### config.mk
export PLATFORM = sky130hd
export DESIGN_NAME = bcd_seq_flat
export DESIGN_NICKNAME = d
export VERILOG_FILES = /design/src/rtl/bcd_pkg.sv /design/src/rtl/bcd_seq_if.sv /design/src/rtl/bcd_digit_adj.sv /design/src/rtl/bcd_seq.sv /design/src/flat_wrapper.sv
export SDC_FILE = /design/constraint.sdc
export NUM_CORES = 1
export LEC_CHECK = 0
export CAP_MARGIN = 20
export CORE_MARGIN = 2
export CORE_UTILIZATION = 51
export CTS_BUF_LIST = sky130_fd_sc_hd__clkbuf_4
export DETAILED_ROUTE_END_ITERATION = 8
export HOLD_SLACK_MARGIN = 0.02
export PLACE_DENSITY = 0.87
export SLEW_MARGIN = 20
export SYNTH_ARGS = -nofsm -noshare
export SYNTH_HDL_FRONTEND = slang
export SYNTH_HIERARCHICAL = 1
export SYNTH_SLANG_ARGS = --single-unit
### constraint.sdc
create_clock -name clk -period 1.5 [get_ports clk]
set_input_delay 0.225 -clock clk [delete_from_list [all_inputs] [get_ports clk]]
set_output_delay 0.225 -clock clk [all_outputs]
set_load 0.02 [all_outputs]
### src/rtl/bcd_pkg.sv
// Purpose : shared types and constants for the sequential binary-to-BCD converter.
// Latency : n/a (declarations only).
// Backpressure : n/a.
// Contents: bcd_digit_t, bcd_state_t {IDLE, SHIFT, DONE}, add-3 constants,
//           bcd_digits_for() giving the minimum digit count for a binary width.
package bcd_pkg;

  typedef logic [3:0] bcd_digit_t;

  typedef enum logic [1:0] {
    IDLE  = 2'd0,
    SHIFT = 2'd1,
    DONE  = 2'd2
  } bcd_state_t;

  localparam bcd_digit_t BCD_ADJ_THRESH = 4'd5;
  localparam bcd_digit_t BCD_ADJ_ADD    = 4'd3;

  // Smallest digit count d with 10^d > 2^width - 1.
  function automatic int bcd_digits_for(input int width);
    longint max_v;
    longint lim;
    int     d;
    max_v = (longint'(1) << width) - 1;
    lim   = 10;
    d     = 1;
    for (int i = 0; i < 20; i++) begin
      if (lim <= max_v) begin
        lim = lim * 10;
        d   = d + 1;
      end
    end
    return d;
  endfunction

endpackage

### src/rtl/bcd_seq_if.sv
// Purpose : handshake/data bundle between a producer/consumer and bcd_seq.
// Latency : n/a (wires only).
// Backpressure : in_valid/in_ready on the input side, out_valid/out_ready on the result side.
// Signals : in_valid, in_ready, binary[BIN_W], out_valid, out_ready, bcd[4*DIGITS], overflow,
//           blank[DIGITS] only when BCD_SEQ_BLANK_EN is defined.
// Modports: master = producer/consumer side, slave = converter side.
interface bcd_seq_if #(
  parameter int BIN_W  = 12,
  parameter int DIGITS = 4
);
  logic                  in_valid;
  logic                  in_ready;
  logic [BIN_W-1:0]      binary;
  logic                  out_valid;
  logic                  out_ready;
  logic [4*DIGITS-1:0]   bcd;
  logic                  overflow;
`ifdef BCD_SEQ_BLANK_EN
  logic [DIGITS-1:0]     blank;

  modport master (output in_valid, binary, out_ready,
                  input  in_ready, out_valid, bcd, overflow, blank);
  modport slave  (input  in_valid, binary, out_ready,
                  output in_ready, out_valid, bcd, overflow, blank);
`else
  modport master (output in_valid, binary, out_ready,
                  input  in_ready, out_valid, bcd, overflow);
  modport slave  (input  in_valid, binary, out_ready,
                  output in_ready, out_valid, bcd, overflow);
`endif
endinterface

### src/rtl/bcd_digit_adj.sv
// Purpose : double-dabble digit correction, adds 3 to a BCD digit that is >= 5.
// Latency : combinational.
// Backpressure : none.
// Ports   : d_i digit before shift, d_o corrected digit.
module bcd_digit_adj
  import bcd_pkg::*;
(
  input  bcd_digit_t d_i,
  output bcd_digit_t d_o
);

  // d_i never exceeds 9 in a well-formed accumulator, so the 4-bit sum cannot wrap.
  assign d_o = (d_i >= BCD_ADJ_THRESH) ? bcd_digit_t'(d_i + BCD_ADJ_ADD) : d_i;

endmodule

### src/rtl/bcd_seq.sv
// Purpose : iterative binary-to-BCD converter (double dabble), one input bit per clock.
// Latency : out_valid rises BIN_W cycles after the accept edge; one conversion per BIN_W+2 cycles.
// Backpressure : result held in DONE until out_ready; in_ready low outside IDLE, no input buffering.
// Ports   : clk, reset (sync, active-high), bus (bcd_seq_if.slave).
// Option  : BCD_SEQ_BLANK_EN adds bus.blank, leading-zero flags registered with bcd.
module bcd_seq
  import bcd_pkg::*;
#(
  parameter int BIN_W  = 12,
  parameter int DIGITS = 4
) (
  input  logic      clk,
  input  logic      reset,
  bcd_seq_if.slave  bus
);

  localparam int BCD_W = 4 * DIGITS;
  localparam int CNT_W = $clog2(BIN_W);

  bcd_state_t          state_q,   state_d;
  logic [BIN_W-1:0]    shreg_q,   shreg_d;
  logic [BCD_W-1:0]    acc_q,     acc_d;
  logic [CNT_W-1:0]    cnt_q,     cnt_d;
  logic                ovf_acc_q, ovf_acc_d;
  logic [BCD_W-1:0]    bcd_q,     bcd_d;
  logic                ovf_q,     ovf_d;

  logic [BCD_W-1:0]    acc_adj;
  logic [BCD_W-1:0]    acc_shift;
  logic                ovf_step;

  // Correct every digit, then shift the whole {digits, shreg} chain left by one.
  for (genvar k = 0; k < DIGITS; k++) begin : g_adj
    bcd_digit_adj u_adj (
      .d_i (acc_q[4*k +: 4]),
      .d_o (acc_adj[4*k +: 4])
    );
  end

  assign acc_shift = {acc_adj[BCD_W-2:0], shreg_q[BIN_W-1]};
  // The bit shifted out of the top digit is lost precision: value exceeds 10^DIGITS-1.
  assign ovf_step  = acc_adj[BCD_W-1];

`ifdef BCD_SEQ_BLANK_EN
  logic [DIGITS-1:0] blank_q, blank_d, blank_nxt;
  logic              zero_run;

  // blank[k] is set while digit k and all higher digits are zero; digit 0 always shows.
  always_comb begin
    blank_nxt = '0;
    zero_run  = 1'b1;
    for (int k = DIGITS - 1; k >= 1; k--) begin
      zero_run     = zero_run & (acc_shift[4*k +: 4] == 4'd0);
      blank_nxt[k] = zero_run;
    end
  end
`endif

  always_comb begin
    state_d   = state_q;
    shreg_d   = shreg_q;
    acc_d     = acc_q;
    cnt_d     = cnt_q;
    ovf_acc_d = ovf_acc_q;
    bcd_d     = bcd_q;
    ovf_d     = ovf_q;
`ifdef BCD_SEQ_BLANK_EN
    blank_d   = blank_q;
`endif
    case (state_q)
      IDLE: begin
        if (bus.in_valid) begin
          shreg_d   = bus.binary;
          acc_d     = '0;
          ovf_acc_d = 1'b0;
          cnt_d     = CNT_W'(BIN_W - 1);
          state_d   = SHIFT;
        end
      end
      SHIFT: begin
        shreg_d   = {shreg_q[BIN_W-2:0], 1'b0};
        acc_d     = acc_shift;
        ovf_acc_d = ovf_acc_q | ovf_step;
        if (cnt_q == '0) begin
          // Last bit: publish the result register on the way into DONE.
          state_d = DONE;
          bcd_d   = acc_shift;
          ovf_d   = ovf_acc_q | ovf_step;
`ifdef BCD_SEQ_BLANK_EN
          blank_d = blank_nxt;
`endif
        end else begin
          cnt_d = cnt_q - CNT_W'(1);
        end
      end
      DONE: begin
        if (bus.out_ready) state_d = IDLE;
      end
      default: state_d = IDLE;
    endcase
  end

  always_ff @(posedge clk) begin
    if (reset) begin
      state_q   <= IDLE;
      shreg_q   <= '0;
      acc_q     <= '0;
      cnt_q     <= '0;
      ovf_acc_q <= 1'b0;
      bcd_q     <= '0;
      ovf_q     <= 1'b0;
`ifdef BCD_SEQ_BLANK_EN
      blank_q   <= '0;
`endif
    end else begin
      state_q   <= state_d;
      shreg_q   <= shreg_d;
      acc_q     <= acc_d;
      cnt_q     <= cnt_d;
      ovf_acc_q <= ovf_acc_d;
      bcd_q     <= bcd_d;
      ovf_q     <= ovf_d;
`ifdef BCD_SEQ_BLANK_EN
      blank_q   <= blank_d;
`endif
    end
  end

  assign bus.in_ready  = (state_q == IDLE);
  assign bus.out_valid = (state_q == DONE);
  assign bus.bcd       = bcd_q;
  assign bus.overflow  = ovf_q;
`ifdef BCD_SEQ_BLANK_EN
  assign bus.blank     = blank_q;
`endif

endmodule

### src/flat_wrapper.sv
// flat-port wrapper written by rule: the top's interface ports become plain ports
module bcd_seq_flat import bcd_pkg::*;
#(
  parameter int BIN_W  = 12,
  parameter int DIGITS = 4
)
  (clk, reset, bus_in_valid, bus_binary, bus_out_ready, bus_in_ready, bus_out_valid, bus_bcd, bus_overflow);
  bcd_seq_if #(.BIN_W(BIN_W), .DIGITS(DIGITS)) bus_i ();
  input  logic clk;
  input  logic reset;
  input wire logic [$bits(bus_i.in_valid)-1:0] bus_in_valid;
  input wire logic [$bits(bus_i.binary)-1:0] bus_binary;
  input wire logic [$bits(bus_i.out_ready)-1:0] bus_out_ready;
  output wire logic [$bits(bus_i.in_ready)-1:0] bus_in_ready;
  output wire logic [$bits(bus_i.out_valid)-1:0] bus_out_valid;
  output wire logic [$bits(bus_i.bcd)-1:0] bus_bcd;
  output wire logic [$bits(bus_i.overflow)-1:0] bus_overflow;
  assign bus_i.in_valid = bus_in_valid;
  assign bus_i.binary = bus_binary;
  assign bus_i.out_ready = bus_out_ready;
  assign bus_in_ready = bus_i.in_ready;
  assign bus_out_valid = bus_i.out_valid;
  assign bus_bcd = bus_i.bcd;
  assign bus_overflow = bus_i.overflow;
  bcd_seq #(.BIN_W(BIN_W), .DIGITS(DIGITS)) u_core (.clk(clk), .reset(reset), .bus(bus_i));
endmodule
==> impl_metrics.csv <==
group,metric,value,unit
placement,place_area,0.00308,mm²
clock_tree,htreeDepth,2,
grt,grt_use_total,22.8,%
sta,hold_viol,0,
placement,port_buffers,34,
routing,drc,0,
grt,grt-ovfl-total,0,
clock_tree,cts-root-buf,"clkbuf_4",
yosys,synth_nets,347,
yosys,syn_avg_cell_area,7.90,µm²
status,violations,"setup timing",
clock_tree,cts.path.max_buffers,2,
routing,dr.pass1.iters,5,
final_layout,instances_no_fill,443,
sta,final-setup-viol-count,2,
sta,period_share,105,%
final_layout,drive_above_1_share,30.1,%
floorplan,num_rows,25,
floorplan,boundaryPins,35,
floorplan,die_h,74.5,µm
setup_path,reg2reg_to,"u_core/bus.bcd[9]",
final_layout,design_area,0.00356,mm²
yosys,ys_warn_count,6,
floorplan,dieArea,0.00555,mm²
placement,place_congestion,0.831,
sta,tightest_slew,0.361,ns
clock_tree,cts.sinks,52,
routing,post_drt_wl_per_cell,15.7,µm
clock_tree,clk_pin_slew,0.14,ns
yosys,syn_inst,321,
sta,rsz0062_at_grt,"true",
yosys,seq_area_frac_synth,41.1,%
sta,skew,0.00787,ns
clock_tree,insertion_delay,0.37,ns
grt,grt_pass1_vias,2229,
final_layout,final_net_count,404,
min_path,hold_class,"input port to flip-flop",
grt,antenna_found_initial,0,
setup_path,crit_arrival,1.83,ns
final_layout,syn_to_final_growth,40.4,%
floorplan,start_util,53.3,%
setup_path,endpoint,"u_core/bus.bcd[9]",
routing,wirelength,6950,µm
sta,drv_slew,0,
setup_path,critPathLaunch,"u_core/cnt_q[0]",
run,maxCapViolCount,0,
pwr,powerDensity,818,mW/mm²
setup_path,reg2reg_depth,6,
grt,grt_pass1_wl,9900,µm
final_layout,diodes,0,
yosys,syn_area,0.00253,mm²
placement,dp.cells,424,
grt,grt_max_degree,32,
sta,max_freq,0.636,GHz
floorplan,die_x,74.5,µm
setup_path,critPathRequiredTime,1.76,ns
sta,relSlewSlack,76.0,%
setup_path,regToRegSetupSlack,-0.07,ns
pwr,vdd_drop_max,0.501,mV
pwr,power_leakage,1.35,nW
final_layout,fill_cells,312,
setup_path,worstReg2RegStart,"u_core/cnt_q[0]",
setup_path,start_kind,"flip-flop",
setup_path,end_kind,"flip-flop",
yosys,synth_seq_cells,52,
placement,dp_hpwl,4010,µm
clock_tree,cts_tree,"yes",
status,status,"complete, but fails checks",
sta,period_needed,1.57,ns
sta,fin_ws,-0.0729,ns
setup_path,critPathMaxFanout,7,
final_layout,final_util,74.8,%
yosys,ys_types,32,
routing,vias,2567,
routing,dr.first_iter.drc_count,297,
floorplan,coreArea,0.00475,mm²
clock_tree,numCtsBuffers,5,
routing,antenna_left,0,
min_path,hold_path_depth,2,
pwr,p_total,2.91,mW
routing,drt-vias-per-instance,5.79,
setup_path,crit_type,"flip-flop to flip-flop",
==> through the flow <==
| step | worst slack (ns) | hold slack (ns) | setup TNS (ns) |
|---|---|---|---|
| after floorplan | 0.00566 | 0.361 | 0 |
| after global placement | -0.0969 | 0.460 | -1.07 |
| after detailed placement | -0.114 | 0.464 | -2.15 |
| after CTS | -0.0336 | 0.245 | -0.0498 |
| after global routing | -0.101 | 0.259 | -0.739 |
| final | -0.0729 | 0.256 | -0.0838 |
==> Yosys cell counts <==
cell type | n | area, µm²
a211oi_1 | 3 | 22.5
a21oi_1 | 36 | 180
a21oi_2 | 4 | 35.0
a22o_2 | 1 | 10.0
a22oi_1 | 2 | 15.0
a311oi_1 | 12 | 105
a31oi_1 | 1 | 6.26
and2b_1 | 1 | 7.51
buf_2 | 9 | 45.0
buf_4 | 5 | 37.5
buf_6 | 2 | 22.5
buf_8 | 1 | 15.0
clkbuf_1 | 8 | 30.0
dfxtp_1 | 52 | 1040
ha_1 | 10 | 125
inv_1 | 11 | 41.3
mux2i_1 | 4 | 40.0
nand2_1 | 56 | 210
nand2b_1 | 10 | 62.6
nand3_1 | 32 | 160
nor2_1 | 20 | 75.1
nor2b_1 | 1 | 6.26
nor3_1 | 3 | 15.0
nor3b_1 | 2 | 15.0
nor4_1 | 1 | 6.26
nor4b_1 | 1 | 8.76
o21ai_0 | 17 | 85.1
o21ai_1 | 8 | 40.0
o21ba_2 | 1 | 10.0
o41ai_1 | 1 | 8.76
or3b_1 | 2 | 17.5
xnor2_1 | 4 | 35.0
==> metal layers <==
metal / global-route usage (%) / vias to the layer above / wire length, µm
met5: 0 / - / 0
met4: 7.14 / 0 / 110
met3: 3.93 / 19 / 264
met2: 39.0 / 81 / 3560
met1: 29.4 / 1243 / 3020
li1: - / 1224 / -
==> cell type report <==
type | instances | area [µm²] | area share (%)
multi-input cells | 233 | 1610 | 45.3
flip-flops and latches | 52 | 1070 | 30.0
repair buffers | 75 | 704 | 19.8
well taps | 67 | 83.8 | 2.36
inverters | 11 | 51.3 | 1.44
clock buffers | 5 | 37.5 | 1.05
==> timing repair <==
| item | in CTS | in global routing |
|---|---|---|
| gates resized for setup | 39 | 83 |
| pin swaps | 6 | 19 |
| setup endpoints to repair | 42 | 30 |
| hold buffers | 0 | 0 |
| gates cloned | 0 | 0 |
| setup buffers | 5 | 9 |
==> where the power goes <==
group,internal [mW],switching (mW)
clock network,0.158,0.409
registers,1.44,0.0502
logic,0.386,0.462
==> cells by family (layout without fill, tap and decap cells) <==
kind of cell	after synthesis	count (layout)	share of synthesized area, %
compound gates	86	86	20.4
xor+xnor	4	4	1.38
fa+ha+maj	10	10	4.94
buf+inv	36	91	7.55
flops	52	52	41.1
mux	4	4	1.58
simple gates	129	129	23.1
==> worst min-delay path by stage <==
stage                                 start                 to  slack (ns)
after detailed placement  u_core/bus.bcd[3]  u_core/bus.bcd[3]        0.46
after global routing                  reset  u_core/bus.bcd[0]        0.26
after CTS                             reset    u_core/acc_q[5]        0.25
after global placement    u_core/shreg_q[3]  u_core/shreg_q[4]        0.46
final                                 reset    u_core/acc_q[8]        0.26
after floorplan               bus_binary[0]  u_core/shreg_q[0]        0.36
==> layout by cell type, fill, tap and decap left out, types with 3 or more instances in the layout <==
| cell | count |
|---|---|
| a211oi_1 | 3 |
| a21oi_1 | 33 |
| a21oi_2 | 3 |
| a21oi_4 | 4 |
| a311oi_1 | 12 |
| buf_12 | 5 |
| buf_4 | 31 |
| buf_6 | 3 |
| clkbuf_4 | 5 |
| clkdlybuf4s50_1 | 14 |
| dfxtp_1 | 40 |
| dfxtp_2 | 7 |
| dfxtp_4 | 5 |
| dlygate4sd2_1 | 18 |
| ha_4 | 9 |
| inv_1 | 4 |
| inv_2 | 3 |
| inv_4 | 4 |
| mux2i_2 | 4 |
| nand2_1 | 56 |
| nand2b_1 | 5 |
| nand2b_4 | 4 |
| nand3_1 | 30 |
| nor2_1 | 20 |
| nor3_1 | 3 |
| o21ai_0 | 4 |
| o21ai_1 | 11 |
| o21ai_2 | 9 |
==> flip-flops by register name, summed over array words and instances (netlist names) <==
signal and count:
u_core/bus.overflow 1, u_core/ovf_acc_q 1, u_core/cnt_q 4, u_core/acc_q 16, u_core/state_q 2, u_core/shreg_q 12, u_core/bus.bcd 16
==> critical path, cell delays in order, from the launching register on <==
cell     delay [ns]
dfxtp_2        0.35
inv_2          0.08
ha_4           0.13
or3b_4         0.43
buf_8          0.17
o21ai_1        0.19
a21oi_1        0.11
No activity file was read; power rests on OpenSTA's default activity.
